===== src/rtl/uart_receiver.sv =====
// uart_receiver: serial receive front end. Deserializes frames arriving on
// uart_rx (8N1, or 8E1 when UART_RX_PARITY_EN is defined) and buffers the
// received bytes in a small circular FIFO. The bytes are popped by the CPU
// I/O decode.
//
// Ports:
//   clk         system clock, rising edge
//   reset       asynchronous, active-high
//   uart_rx     serial line, idle high, asynchronous to clk
//   rd_en       pop the head byte (one-cycle pulse)
//   clr_status  clear the sticky overrun / frame_error flags
//   rx_data     FIFO head byte, 0 when the FIFO is empty
//   rx_valid    FIFO not empty
//   fifo_full   FIFO holds FIFO_DEPTH entries
//   overrun     sticky: a received byte was dropped because the FIFO was full
//   frame_error sticky: stop bit sampled low (or parity mismatch)
//   busy        receiver is inside a frame (START/DATA/PARITY/STOP)
//
// Optional feature macro: UART_RX_PARITY_EN (even parity bit after bit 7).
module uart_receiver #(
  parameter int unsigned DATA_WIDTH   = 8,
  parameter int unsigned CLKS_PER_BIT = 174,
  parameter int unsigned FIFO_DEPTH   = 4
) (
  input  logic                  clk,
  input  logic                  reset,
  input  logic                  uart_rx,
  input  logic                  rd_en,
  input  logic                  clr_status,
  output logic [DATA_WIDTH-1:0] rx_data,
  output logic                  rx_valid,
  output logic                  fifo_full,
  output logic                  overrun,
  output logic                  frame_error,
  output logic                  busy
);

  localparam int unsigned CW = $clog2(CLKS_PER_BIT);
  localparam int unsigned BW = $clog2(DATA_WIDTH);
  localparam int unsigned AW = $clog2(FIFO_DEPTH);

  localparam logic [CW-1:0] HALF_LAST = CW'(CLKS_PER_BIT / 2 - 1);
  localparam logic [CW-1:0] BIT_LAST  = CW'(CLKS_PER_BIT - 1);
  localparam logic [BW-1:0] LAST_BIT  = BW'(DATA_WIDTH - 1);
  localparam logic [AW:0]   DEPTH     = (AW+1)'(FIFO_DEPTH);

  typedef enum logic [2:0] {
    WAIT_IDLE,
    IDLE,
    START,
    DATA,
`ifdef UART_RX_PARITY_EN
    PARITY,
`endif
    STOP
  } state_t;

  state_t                state;
  logic                  rx_meta;
  logic                  line;
  logic [CW-1:0]         cnt;
  logic [BW-1:0]         bit_idx;
  logic [DATA_WIDTH-1:0] shreg;

  logic                  tick_half;
  logic                  tick_bit;
  logic                  push;
  logic                  stop_err;
  logic                  par_err;

  logic [DATA_WIDTH-1:0] mem [FIFO_DEPTH];
  logic [AW:0]           wr_ptr;
  logic [AW:0]           rd_ptr;
  logic [AW:0]           count;
  logic                  empty;
  logic                  full;
  logic                  do_pop;
  logic                  do_push;
  logic                  drop;

  // Two-flop synchronizer; resets to the idle (high) line level.
  always_ff @(posedge clk or posedge reset) begin
    if (reset) begin
      rx_meta <= 1'b1;
      line    <= 1'b1;
    end else begin
      rx_meta <= uart_rx;
      line    <= rx_meta;
    end
  end

  // Sample-point events decoded from the current state, so the FIFO write and
  // the flag updates land on the same edge as the corresponding sample.
  always_comb begin
    tick_half = (cnt == HALF_LAST);
    tick_bit  = (cnt == BIT_LAST);
    push      = (state == STOP) && tick_bit && line;
    stop_err  = (state == STOP) && tick_bit && !line;
    par_err   = 1'b0;
`ifdef UART_RX_PARITY_EN
    par_err   = (state == PARITY) && tick_bit && (line != ^shreg);
`endif
  end

  always_ff @(posedge clk or posedge reset) begin
    if (reset) begin
      state   <= WAIT_IDLE;
      busy    <= 1'b0;
      cnt     <= '0;
      bit_idx <= '0;
      shreg   <= '0;
    end else begin
      case (state)
        WAIT_IDLE: begin
          cnt <= '0;
          if (line) state <= IDLE;
        end
        IDLE: begin
          cnt <= '0;
          if (!line) begin
            state   <= START;
            busy    <= 1'b1;
            bit_idx <= '0;
          end
        end
        START: begin
          if (tick_half) begin
            cnt <= '0;
            if (line) begin
              state <= IDLE;
              busy  <= 1'b0;
            end else begin
              state <= DATA;
            end
          end else begin
            cnt <= cnt + 1'b1;
          end
        end
        DATA: begin
          if (tick_bit) begin
            cnt   <= '0;
            shreg <= {line, shreg[DATA_WIDTH-1:1]};
            if (bit_idx == LAST_BIT) begin
`ifdef UART_RX_PARITY_EN
              state <= PARITY;
`else
              state <= STOP;
`endif
            end else begin
              bit_idx <= bit_idx + 1'b1;
            end
          end else begin
            cnt <= cnt + 1'b1;
          end
        end
`ifdef UART_RX_PARITY_EN
        PARITY: begin
          if (tick_bit) begin
            cnt   <= '0;
            state <= STOP;
          end else begin
            cnt <= cnt + 1'b1;
          end
        end
`endif
        STOP: begin
          if (tick_bit) begin
            cnt   <= '0;
            busy  <= 1'b0;
            state <= line ? IDLE : WAIT_IDLE;
          end else begin
            cnt <= cnt + 1'b1;
          end
        end
        default: begin
          state <= WAIT_IDLE;
          busy  <= 1'b0;
          cnt   <= '0;
        end
      endcase
    end
  end

  // A push into a full FIFO still succeeds when a pop frees a slot on the
  // same edge.
  always_comb begin
    count   = wr_ptr - rd_ptr;
    empty   = (count == '0);
    full    = (count == DEPTH);
    do_pop  = rd_en && !empty;
    do_push = push && (!full || do_pop);
    drop    = push && full && !do_pop;
  end

  assign rx_valid  = !empty;
  assign fifo_full = full;
  assign rx_data   = empty ? '0 : mem[rd_ptr[AW-1:0]];

  always_ff @(posedge clk or posedge reset) begin
    if (reset) begin
      wr_ptr <= '0;
      rd_ptr <= '0;
    end else begin
      if (do_push) wr_ptr <= wr_ptr + 1'b1;
      if (do_pop)  rd_ptr <= rd_ptr + 1'b1;
    end
  end

  always_ff @(posedge clk) begin
    if (do_push) mem[wr_ptr[AW-1:0]] <= shreg;
  end

  // Sticky flags: a set event wins over a simultaneous clear.
  always_ff @(posedge clk or posedge reset) begin
    if (reset) begin
      overrun     <= 1'b0;
      frame_error <= 1'b0;
    end else begin
      if (drop)
        overrun <= 1'b1;
      else if (clr_status)
        overrun <= 1'b0;
      if (stop_err || par_err)
        frame_error <= 1'b1;
      else if (clr_status)
        frame_error <= 1'b0;
    end
  end

endmodule


===== config.mk =====
export PLATFORM = sky130hd
export DESIGN_NAME = uart_receiver
export DESIGN_NICKNAME = d
export VERILOG_FILES = /design/src/rtl/uart_receiver.sv
export SDC_FILE = /design/constraint.sdc
export NUM_CORES = 1
export LEC_CHECK = 0
export CAP_MARGIN = 5
export CORE_ASPECT_RATIO = 1.5
export CORE_MARGIN = 2
export CORE_UTILIZATION = 25
export DETAILED_ROUTE_END_ITERATION = 12
export GPL_ROUTABILITY_DRIVEN = 0
export SETUP_SLACK_MARGIN = 0.1
export SYNTH_ARGS = -nofsm -noshare
export SYNTH_HDL_FRONTEND = slang
export SYNTH_SLANG_ARGS = --single-unit
export TNS_END_PERCENT = 1

===== constraint.sdc =====
create_clock -name clk -period 2.3 [get_ports clk]
set_input_delay 0.345 -clock clk [delete_from_list [all_inputs] [get_ports clk]]
set_output_delay 0.345 -clock clk [all_outputs]
set_load 0.01 [all_outputs]

; ---- Word-level counts from Yosys, hierarchy flattened
; Memory sizes are Yosys's and may differ from the RTL's.
; Index checks and enable logic that the tools add are counted.
[classes]
magnitude_cmp = 0
n_div = 0
reduce_logical = 23
n_mux = 27
bitwise = 1
eq_ne = 16
addsub = 5
multipliers = 0
n_shift = 0
[op_table]
columns = op, n
row1 = $mux W3, 9
row2 = $mux W8, 3
row3 = $ne A2 B2 Y1 const B, 8
row4 = $pmux W8 S2, 1
row5 = $pmux W3 S5, 1
row6 = $mux W1, 10
row7 = $add A3 B1 Y3 const B, 3
row8 = $eq A3 B3 Y1 const B, 3
row9 = $add A8 B1 Y8 const B, 1
row10 = $eq A8 B7 Y1 const B, 1
row11 = $eq A8 B8 Y1 const B, 1
row12 = $logic_and A1 B1 Y1, 7
row13 = $eq A3 B2 Y1 const B, 2
row14 = $logic_not A3 Y1, 2
row15 = $pmux W3 S2, 1
row16 = $reduce_and A6 Y1, 1
row17 = $reduce_bool A2 Y1, 3
row18 = $reduce_and A5 Y1, 1
row19 = $logic_not A1 Y1, 4
row20 = $pmux W1 S4, 1
row21 = $reduce_and A4 Y1, 1
row22 = $reduce_or A2 Y1, 2
row23 = $eq A3 B1 Y1 const B, 1
row24 = $sub A3 B3 Y3, 1
row25 = 4 further kinds, 4
[totals]
ramBits = 32
rom_bits = 0
latch_bits = 0
inputBits = 5
out_inout_bits = 13
memories = 1
reg_bits = 33
[memory_table]
columns = memory, depth, width, rd, rd_ports_with_merged_regs, wr, line
row1 = mem, 4, 8, 1, 0, 1, 71  ; logic [DATA_WIDTH-1:0] mem [FIFO_DEPTH];

; ---- Longest topological paths before layout
; Gate-level depths: netlist of the first run.
[logic_depth]
word_depth = 8
ltp_mapped = 7
mapped_depth_nobuf = 6

; ---- Worst setup path before layout of the first run
; No wires, ideal clock.
[synth_path]
path_kind = register to register
startpoint = register state[1]
endpoint = memory mem[3][0], enable pin
t_arrival_ns = 1.880
setup_slack_ns = 0.095
t_required_ns = 1.976
path_buffers = 1
synth_period_minus_slack_ns = 2.205
setup_ns = 0.324
stages_incl_launch_ff = 6
path_cell_list = dfrtp_1 -> buf_6 -> or3b_4 -> or4_4 -> a311o_2 -> inv_1
[synth_between]
elab_chain_cells = 6
[synth_rtl]
columns = element, line
row1 = "start, declared", 58  ; state_t state;
row2 = "start signal, assigned", 170  ; state <= line ? IDLE : WAIT_IDLE;
row3 = $eq A3 B3 Y1, 97  ; push = (state == STOP) && tick_bit && line;
row4 = $logic_and A1 B1 Y1 (2 in a row), 97
row5 = $logic_and A1 B1 Y1, 191  ; do_push = push && (!full || do_pop);
row6 = $mux W1, 210  ; if (do_push) mem[wr_ptr[AW-1:0]] <= shreg;
row7 = $mux W1 (not written as such), 210
row8 = "end, declared", 71
; No other way between the ends.

; ---- Worst setup path after layout of the first run
[layout_path]
startpoint = register wr_ptr[0]
endpoint = memory mem[0][2], enable pin
[layout_between]
elab_chain_cells = 8
elab_cells_between_ends = 10
cone_classes = add/sub: 1 / eq/ne: 1 / mux: 2 / reduce/logical: 6
[layout_rtl]
columns = element, line
row1 = "start, declared", 72  ; logic [AW:0] wr_ptr;
row2 = "start signal, assigned", 204  ; if (do_push) wr_ptr <= wr_ptr + 1'b1;
row3 = $sub A3 B3 Y3, 187  ; count = wr_ptr - rd_ptr;
row4 = $logic_not A3 Y1, 188  ; empty = (count == '0);
row5 = $logic_not A1 Y1, 190  ; do_pop = rd_en && !empty;
row6 = $logic_and A1 B1 Y1, 190
row7 = $logic_or A1 B1 Y1, 191
row8 = $logic_and A1 B1 Y1, 191
row9 = $mux W1, 210
row10 = $mux W1 (not written as such), 210
; Several ways; a longest one is shown, not always the timed one.

==> flow_metrics.tcl, run 1 <==
set metrics [dict create \
    viasPerCell 4.20 \
    finClkSkew_ns 0.00554 \
    row_count 48 \
    ant_nets 0 \
    synth_top_area_share_pct 32.9 \
    die_height_um 136 \
    crit_arrival_ns 2.19 \
    clockBufferDepth 2 \
    io_pins 18 \
    sw_frac_of_total_pct 29.3 \
    place_hpwl_um 3810 \
    dp.cells 385 \
    drcViolationCount 0 \
    synth_top_area_cell "edfxtp_1" \
    hold_path_class "flop to flop" \
    cap_viol_max_count 0 \
    rsz0062_at_grt "yes" \
    worst_pin_slew_ns 0.440 \
    status "completed" \
    grt_pass1_wl_um 9070 \
    worst-path-buf-inv 5 \
    final_area_sq_um 3780 \
    power_density_nw_per_um2 1050 \
    required_ns 2.34 \
    slew_headroom_pct 70.7 \
    overflow 0 \
    num-nets-final 266 \
    yosysUniqueCellTypes 44 \
    clock-sinks 65 \
    post-route-util_pct 33.0 \
    ys.flop_type "edfxtp_1" \
    crit_top_cell "buf_4" \
    clkTransAtPathRegs_ns 0.06 \
    crit_path_start_kind "flop" \
    routed_wl_um 5360 \
    fin_cells 404 \
    synthCells 200 \
    clk_latency_ns 0.33 \
    hold_ws_ns 0.355 \
    placed_area_sq_um 3450 \
    syn_avg_cell_area_sq_um 14.6 \
    slew_viol_final 0 \
    post-route-period-util_pct 93.4 \
    wl_per_cell_um 13.3 \
    cts_buffers 9 \
    ys_seq_elements 65 \
    power_frac_comb_pct 30.6 \
    setup_viol 0 \
    crit_path_cell_trace "inv_1 -> ha_1 -> nor2b_2 -> xnor2_2 -> buf_4 -> buf_4 -> buf_4 -> a31oi_4 -> and2_4 -> buf_12" \
    power_mw 3.96 \
    ys_seq_area_share_pct 61.3 \
    post-route-min-period_ns 2.15 \
    synth_nets 217 \
    htree_levels 3 \
    dieArea_sq_um 12600 \
    initial_core_util_pct 25.4 \
    cts_tree "done" \
    hold_violations 0 \
    synth_commonest_cells "edfxtp_1, dfrtp_1, inv_1, ha_1" \
    async_flop_share_pct 50.8 \
    antenna_cells 0 \
    pre_cts_ws_ns -0.106 \
    critical_path.max_stage_delay_ns 0.35 \
    fin_ws_ns 0.152 \
    layout-drive-gt1-share_pct 33.9 \
    fp.coreArea_sq_um 11500 \
    crit_type "flop to flop" \
    ys_warn_count 0 \
    die_x_um 92.2 \
    netlist_area_sq_um 2920 \
    endpoint_kind "flop" \
    synthTopCellsByArea "edfxtp_1, dfrtp_1, mux4_2" \
    finalSetupTns_ns 0 \
    critPathMaxFanout 8 \
    power_switching_mw 1.16 \
    leakagePower_nw 1.49 \
    grt_usage_pct 9.53 \
    antenna_found_initial 0 \
    drtPass1Iterations 4 \
    synth.most_common_cell "edfxtp_1" \
    vias 1695 \
    io_buffers 17 \
    peakVddDrop_mv 0.407 \
    synthToLayoutAreaGrowth_pct 29.6 \
    clockPowerShare_pct 34.0 \
    synth-edff-count 32 \
    drt-initial-drc-count 63 \
    cts_root_buffer "clkbuf_16" \
    fmax_mhz 466 \
    internal_power_mw 2.80 \
    grt_pass1_vias 1817 \
    holdBufCountCts 0 \
    critical_path.top_delay_family "buffers and inverters" \
    seqPwrFrac_pct 35.3 \
    critical_path.slowest_cell "dfrtp_1" \
    grt_max_degree 34 \
]
cell type report:
class,count,area [sq um]
flip-flops and latches,65,1790
well taps,150,188
clock inverters,6,67.6
inverters,15,61.3
multi-input cells,115,1070
repair buffers,43,373
fillers,1104,7690
clock buffers,10,229
worst register-to-register path, stage by stage, from the launching register on:
cell and delay, ns:
dfrtp_1 0.35, inv_1 0.06, ha_1 0.18, nor2b_2 0.16
xnor2_2 0.16, buf_4 0.15, buf_4 0.13, buf_4 0.15
a31oi_4 0.23, and2_4 0.19, buf_12 0.12
final timing paths:
kind	slack, ns	end	cells past startpoint	startpoint
min in group asynchronous	0.40	overrun$_DFFE_PP0P_	3	reset
setup reg to reg	0.15	mem[0][2]$_DFFE_PP_	10	wr_ptr[0]$_DFFE_PP0P_
hold reg to reg	0.36	line$_DFF_PP1_	0	rx_meta$_DFF_PP1_
setup / recovery	0.15	mem[0][2]$_DFFE_PP_	10	wr_ptr[0]$_DFFE_PP0P_
hold / removal	0.36	line$_DFF_PP1_	0	rx_meta$_DFF_PP1_
max in group asynchronous	1.56	line$_DFF_PP1_	3	reset
registers in the layout (all words and copies together) (netlist names), 3 cells and up:
name / flops
wr_ptr: 3
state: 3
rd_ptr: 3
cnt: 8
mem: 32
shreg: 8
bit_idx: 3
routing by layer:
metal	global-route usage (%)	routed length (um)	part of all wire (%)
met1	10.0	2090	39
met2	17.3	3010	56
met3	3.22	145	2.7
met4	3.98	105	2.0
met5	0	0	0
power groups by stage:
stage	combinational, mW	clock, mW	sequential, mW
floorplan	0.682	0	1.42
global placement	1.19	0	1.41
detailed placement	1.21	0	1.42
CTS	1.26	1.37	1.40
global route	1.36	1.43	1.41
finish	1.21	1.35	1.40
logic make-up (layout without fill, tap and decap cells):
| group | Yosys count | in the layout | synth area share [%] |
|---|---|---|---|
| xor+xnor | 13 | 13 | 3.90 |
| compound gates | 22 | 22 | 5.49 |
| mux | 19 | 19 | 10.4 |
| flops | 65 | 65 | 61.3 |
| buf+inv | 20 | 74 | 3.00 |
| fa+ha+maj | 12 | 12 | 5.15 |
| simple gates | 49 | 49 | 10.7 |
layout by cell type (no fill, tap or decap), types with 8 or more instances in the layout:
cell	instances
ha_1	12
inv_1	14
edfxtp_1	32
mux2_2	10
dfrtp_1	31
clkbuf_16	9
clkbuf_2	9
buf_4	21
mux4_2	8
nor2_1	10
nor2b_1	10
timing repair:
action                     4_1_cts  5_1_grt
pin swaps                        2        2
setup endpoints to repair       18       43
buffers inserted                 3        0
resized for setup               15       25
Note: power is estimated with default switching activity, not from simulation.
==> inputs of run 2 (changes only) <==
==> constraint.sdc (replaced) <==
create_clock -name clk -period 2.5 [get_ports clk]
set_input_delay 0.375 -clock clk [delete_from_list [all_inputs] [get_ports clk]]
set_output_delay 0.375 -clock clk [all_outputs]
set_load 0.01 [all_outputs]
==> run 2 against run 1 <==
Die area unchanged; register-to-register slack better by 0.07 ns; first-iteration DRC count up 30%; sequential cell count unchanged; via count down 2.8%; clock skew up 0.0021 ns; final area down 2.4%; sequential power down 6%; sequential share of layout area up 1.2 points; worst setup slack worse by 0.085 ns; routed wire length down 7.7%.
==> flow_metrics.tcl, run 2 (synthesis results as in run 1) <==
set metrics [dict create \
    final_common_cell "edfxtp_1" \
    post-route-min-period_ns 2.43 \
    nFillCells 1116 \
    leakagePower_nw 1.48 \
    highest_layer "met4" \
    clk_latency_ns 0.32 \
    holdBufCountCts 0 \
    clock-sinks 65 \
    peakVddDrop_mv 0.326 \
    endpoint_kind "output pin" \
    sw_frac_of_total_pct 28.6 \
    power_frac_comb_pct 30.3 \
    io_pins 18 \
    setup_viol 0 \
    critPathMaxFanout 10 \
    clockPowerShare_pct 32.5 \
    cts_tree "done" \
    status "completed" \
    grt_max_degree 34 \
    largest_register_ffs 32 \
    io_buffers 17 \
    finalSetupTns_ns 0 \
    viasPerCell 4.18 \
    fmax_mhz 411 \
    hold-path-endpoint "line$_DFF_PP1_" \
    fin_cells 394 \
    drt-met1-wl_um 1960 \
    grt_usage_pct 8.94 \
    vias 1648 \
    die_height_um 136 \
    hp-start "rx_meta$_DFF_PP1_" \
    worstReg2RegStart "cnt[1]$_DFF_PP0_" \
    pre_cts_ws_ns 0.0295 \
    drt-initial-drc-count 82 \
    worst_pin_slew_ns 0.432 \
    hold_violations 0 \
    routed_wl_um 4940 \
    hold_ws_ns 0.354 \
    cap_viol_max_count 0 \
    fin_ws_ns 0.0668 \
    startpoint "rd_ptr[0]$_DFFE_PP0P_" \
    slew_viol_final 0 \
    cts_buffers 9 \
    dr_wl_met3_um 129 \
    overflow 0 \
    post-route-period-util_pct 97.3 \
    initial_core_util_pct 25.4 \
    place_hpwl_um 3620 \
    fp.coreArea_sq_um 11500 \
    antenna_found_initial 0 \
    slew_headroom_pct 71.2 \
    htree_levels 3 \
    clockBufferDepth 2 \
    finClkSkew_ns 0.00767 \
    crit_arrival_ns 2.06 \
    num-nets-final 256 \
    clkTransAtPathRegs_ns 0.05 \
    seqPwrFrac_pct 37.2 \
    cts_root_buffer "clkbuf_16" \
    final_cell_mix "edfxtp_1, dfrtp_1, buf_4" \
    rrSetupSlack_ns 0.22 \
    power_density_nw_per_um2 952 \
    whs_path_depth 0 \
    route.met2.wl_um 2760 \
    ant_nets 0 \
    synthToLayoutAreaGrowth_pct 26.5 \
    rr_worst_depth 6 \
    internal_power_mw 2.51 \
    power_switching_mw 1.00 \
    post-route-util_pct 32.2 \
    layout-drive-gt1-share_pct 27.9 \
    rr_endpoint "mem[3][6]$_DFFE_PP_" \
    grt_pass1_vias 1724 \
    dieArea_sq_um 12600 \
    hold_path_class "flop to flop" \
    rsz0062_at_grt "yes" \
    wl_per_cell_um 12.5 \
    crit_type "flop to output pin" \
    die_x_um 92.2 \
    crit_path_start_kind "flop" \
    drcViolationCount 0 \
    required_ns 2.12 \
    row_count 48 \
    dp.cells 376 \
    antenna_cells 0 \
    drtPass1Iterations 3 \
    grt_pass1_wl_um 8490 \
]
-- run 2: changes by cell type in the layout (fill, tap and decap cells not counted), moves of 3 or more --
cell,delta
and2_4,-3
dlymetal6s2s_1,+8
buf_12,-4
buf_4,-5
clkbuf_2,-9
and2_2,+3
-- run 2: area by class of cell --
cell class	instances	area (sq um)	share of cell area, %
well taps	150	188	5.09
repair buffers	33	309	8.38
clock inverters	6	42.5	1.15
flip-flops and latches	65	1790	48.5
inverters	15	60.1	1.63
multi-input cells	115	1060	28.8
clock buffers	10	239	6.48
-- run 2: critical path, cell delays in order (launching register included) --
cell	delay, ns
dfrtp_1	0.35
buf_4	0.23
mux4_2	0.52
nor2b_1	0.14
clkdlybuf4s50_1	0.48
-- run 2: how the worst max path moves through the flow --
stage	end	cells after the start
after floorplan	mem[3][0]$_DFFE_PP_	5
after global placement	rx_data[6]	7
after detailed placement	rx_data[6]	7
after CTS	rx_data[6]	4
after global routing	rx_data[6]	7
final	rx_data[6]	4
-- run 2: through the flow --
stage / total power, mW / area (sq um)
after global routing: 3.73 / 3690
after detailed placement: 2.38 / 3350
final: 3.51 / 3690
after global placement: 2.36 / 3350
after floorplan: 1.94 / 2920
after CTS: 3.58 / 3650
-- run 2: power by group through the flow --
stage	Combinational, mW	Clock (mW)	Sequential [mW]
2_1_floorplan	0.627	0	1.31
3_3_place_gp	1.03	0	1.32
3_5_place_dp	1.05	0	1.33
4_1_cts	1.10	1.17	1.31
5_1_grt	1.19	1.22	1.32
6_report	1.06	1.14	1.31
-- run 2: repair_timing --
action	4_1_cts	5_1_grt
hold endpoints to repair	0	0
pin swaps	1	2
resized for setup	5	12
setup endpoints to repair	42	41
buffers inserted	1	1
-- run 2: per-layer routing --
metal	up-vias	track usage, %
met5	-	0
met3	5	2.66
met1	821	9.53
li1	805	-
met4	0	5.06
met2	17	15.7
==> inputs of run 3 (changes only) <==
==> constraint.sdc (replaced) <==
create_clock -name clk -period 2.6 [get_ports clk]
set_input_delay 0.39 -clock clk [delete_from_list [all_inputs] [get_ports clk]]
set_output_delay 0.39 -clock clk [all_outputs]
set_load 0.01 [all_outputs]
==> run 3 against run 2 <==
Core utilization up 0.11 points; critical path depth up 3; register-to-register slack better by 0.04 ns; routed wire length increased by 3.1%; sequential cell count did not move; critical path type unchanged; highest routed layer unchanged.
==> flow_metrics.tcl, run 3 (synthesis results as in run 1) <==
set metrics [dict create \
    status "completed" \
    io_buffers 17 \
    dieArea_sq_um 12600 \
    antenna_found_initial 0 \
    crit_path_cell_trace "inv_2 -> ha_1 -> nor2b_2 -> xnor2_2 -> nor2_4 -> nor2b_1 -> clkdlybuf4s50_1" \
    htree_levels 3 \
    required_ns 2.21 \
    rsz0062_at_grt "yes" \
    endpoint_kind "output pin" \
    final_common_cell "edfxtp_1" \
    final_cell_mix "edfxtp_1, dfrtp_1, buf_4" \
    leakagePower_nw 1.48 \
    finalSetupTns_ns 0 \
    grt_pass1_vias 1758 \
    drcViolationCount 0 \
    critical_path.max_stage_delay_ns 0.54 \
    setup_viol 0 \
    row_count 48 \
    clk_latency_ns 0.33 \
    startpoint "wr_ptr[0]$_DFFE_PP0P_" \
    overflow 0 \
    use_met3_pct 2.99 \
    post-route-min-period_ns 2.50 \
    crit_type "flop to output pin" \
    die_height_um 136 \
    die_x_um 92.2 \
    finClkSkew_ns 0.00598 \
    layout-drive-gt1-share_pct 25.6 \
    worst_pin_slew_ns 0.466 \
    hold_violations 0 \
    wl_per_cell_um 13.0 \
    largest_register_ffs 32 \
    hp-start "rx_meta$_DFF_PP1_" \
    clkTransAtPathRegs_ns 0.05 \
    fp.coreArea_sq_um 11500 \
    drtPass1Iterations 4 \
    cts_root_buffer "clkbuf_16" \
    clock-sinks 65 \
    cts_buffers 9 \
    vias 1662 \
    critPathMaxFanout 9 \
    antenna_cells 0 \
    num-nets-final 254 \
    worstReg2RegStart "wr_ptr[0]$_DFFE_PP0P_" \
    cap_viol_max_count 0 \
    grt_pass1_wl_um 8800 \
    post-route-period-util_pct 96.0 \
    clockBufferDepth 2 \
    cts_tree "done" \
    seq_area_sq_um 1790 \
    synthToLayoutAreaGrowth_pct 26.9 \
    critical_path.top_delay_family "buffers and inverters" \
    slew_viol_final 0 \
    post-route-util_pct 32.3 \
    multiInputGateArea_sq_um 1060 \
    crit_arrival_ns 2.11 \
    fmax_mhz 401 \
    power_density_nw_per_um2 953 \
    nFillCells 1123 \
    routed_wl_um 5100 \
    top_usage_layer "met2" \
    viasPerCell 4.24 \
    hold_path_class "flop to flop" \
    crit_path_start_kind "flop" \
    drt-initial-drc-count 59 \
    ant_nets 0 \
    grt_use_met2_pct 17.0 \
    grtUsageMet1_pct 9.51 \
    hold_ws_ns 0.355 \
    io_pins 18 \
    grt_usage_pct 9.46 \
    worst-path-buf-inv 2 \
    initial_core_util_pct 25.4 \
    peakVddDrop_mv 0.336 \
    critical_path.slowest_cell "clkdlybuf4s50_1" \
    slew_headroom_pct 68.8 \
    grt_max_degree 34 \
    place_hpwl_um 3540 \
]
[run 3: cell types whose count changed in the layout (fill, tap and decap cells not counted)]
cell / previous run / this run
and2_1: 1 / 4
clkbuf_8: 1 / 0
clkinv_2: 2 / 1
and2_2: 3 / 0
inv_6: 1 / 0
clkinv_4: 1 / 0
inv_2: 0 / 1
clkinv_1: 0 / 1
bufinv_16: 0 / 2
clkbuf_1: 0 / 1
buf_4: 16 / 14
inv_1: 14 / 13
[run 3: power breakdown]
part	internal (mW)	switching [mW]	total [mW]
Clock	0.833	0.416	1.25
Sequential	1.16	0.101	1.26
Combinational	0.567	0.447	1.01
Total	2.56	0.963	3.53
[run 3: timing repair]
item	4_1_cts	5_1_grt
gates cloned	0	0
buffers inserted	1	1
hold buffers	0	0
endpoints found under the setup margin	10	17
resized for setup	5	10
hold endpoints to repair	0	0
pin swaps	1	1
[run 3: final timing paths]
kind,to,slack (ns),cells after the start
min in group asynchronous,wr_ptr[2]$_DFFE_PP0P_,0.46,3
hold / removal,line$_DFF_PP1_,0.36,0
hold reg to reg,line$_DFF_PP1_,0.36,0
max in group asynchronous,line$_DFF_PP1_,1.81,3
setup reg to reg,mem[1][6]$_DFFE_PP_,0.26,10
setup / recovery,rx_data[4],0.10,7
[run 3: metrics by stage]
step / instances / instance area [sq um] / total power [mW] / worst slack [ns]
after CTS: 391 / 3670 / 3.60 / 0.0129
after global placement: 374 / 3330 / 2.26 / 0.121
after global routing: 392 / 3700 / 3.75 / -0.0158
final: 392 / 3700 / 3.53 / 0.104
after floorplan: 200 / 2920 / 1.86 / 0.395
after detailed placement: 374 / 3330 / 2.28 / 0.0885
[run 3: final cells by class]
type	instances	share of cell area, %
clock buffer	10	6.19
clock inverter	6	2.27
inverter	15	1.62
multi-input combinational	115	28.6
sequential	65	48.3
tap	150	5.07
timing repair buffer	31	7.94
[run 3: metal layers]
metal | wire length, um | vias up | part of all wire (%)
met5 | 0 | - | 0
met4 | 122 | 0 | 2.4
met3 | 156 | 8 | 3.1
met2 | 2790 | 18 | 55
met1 | 2030 | 839 | 40
li1 | - | 797 | -
[run 3: worst reg2reg max path: cells and delay by family (launching register included)]
family	cells	cell delay [ns]
xor gates and xnor gates	1	0.15
DFF	1	0.39
and+or+nand+nor	2	0.33
AOI/OAI and AO/OA	1	0.29
buffers and inverters	5	0.68
adders and majority gates	1	0.19
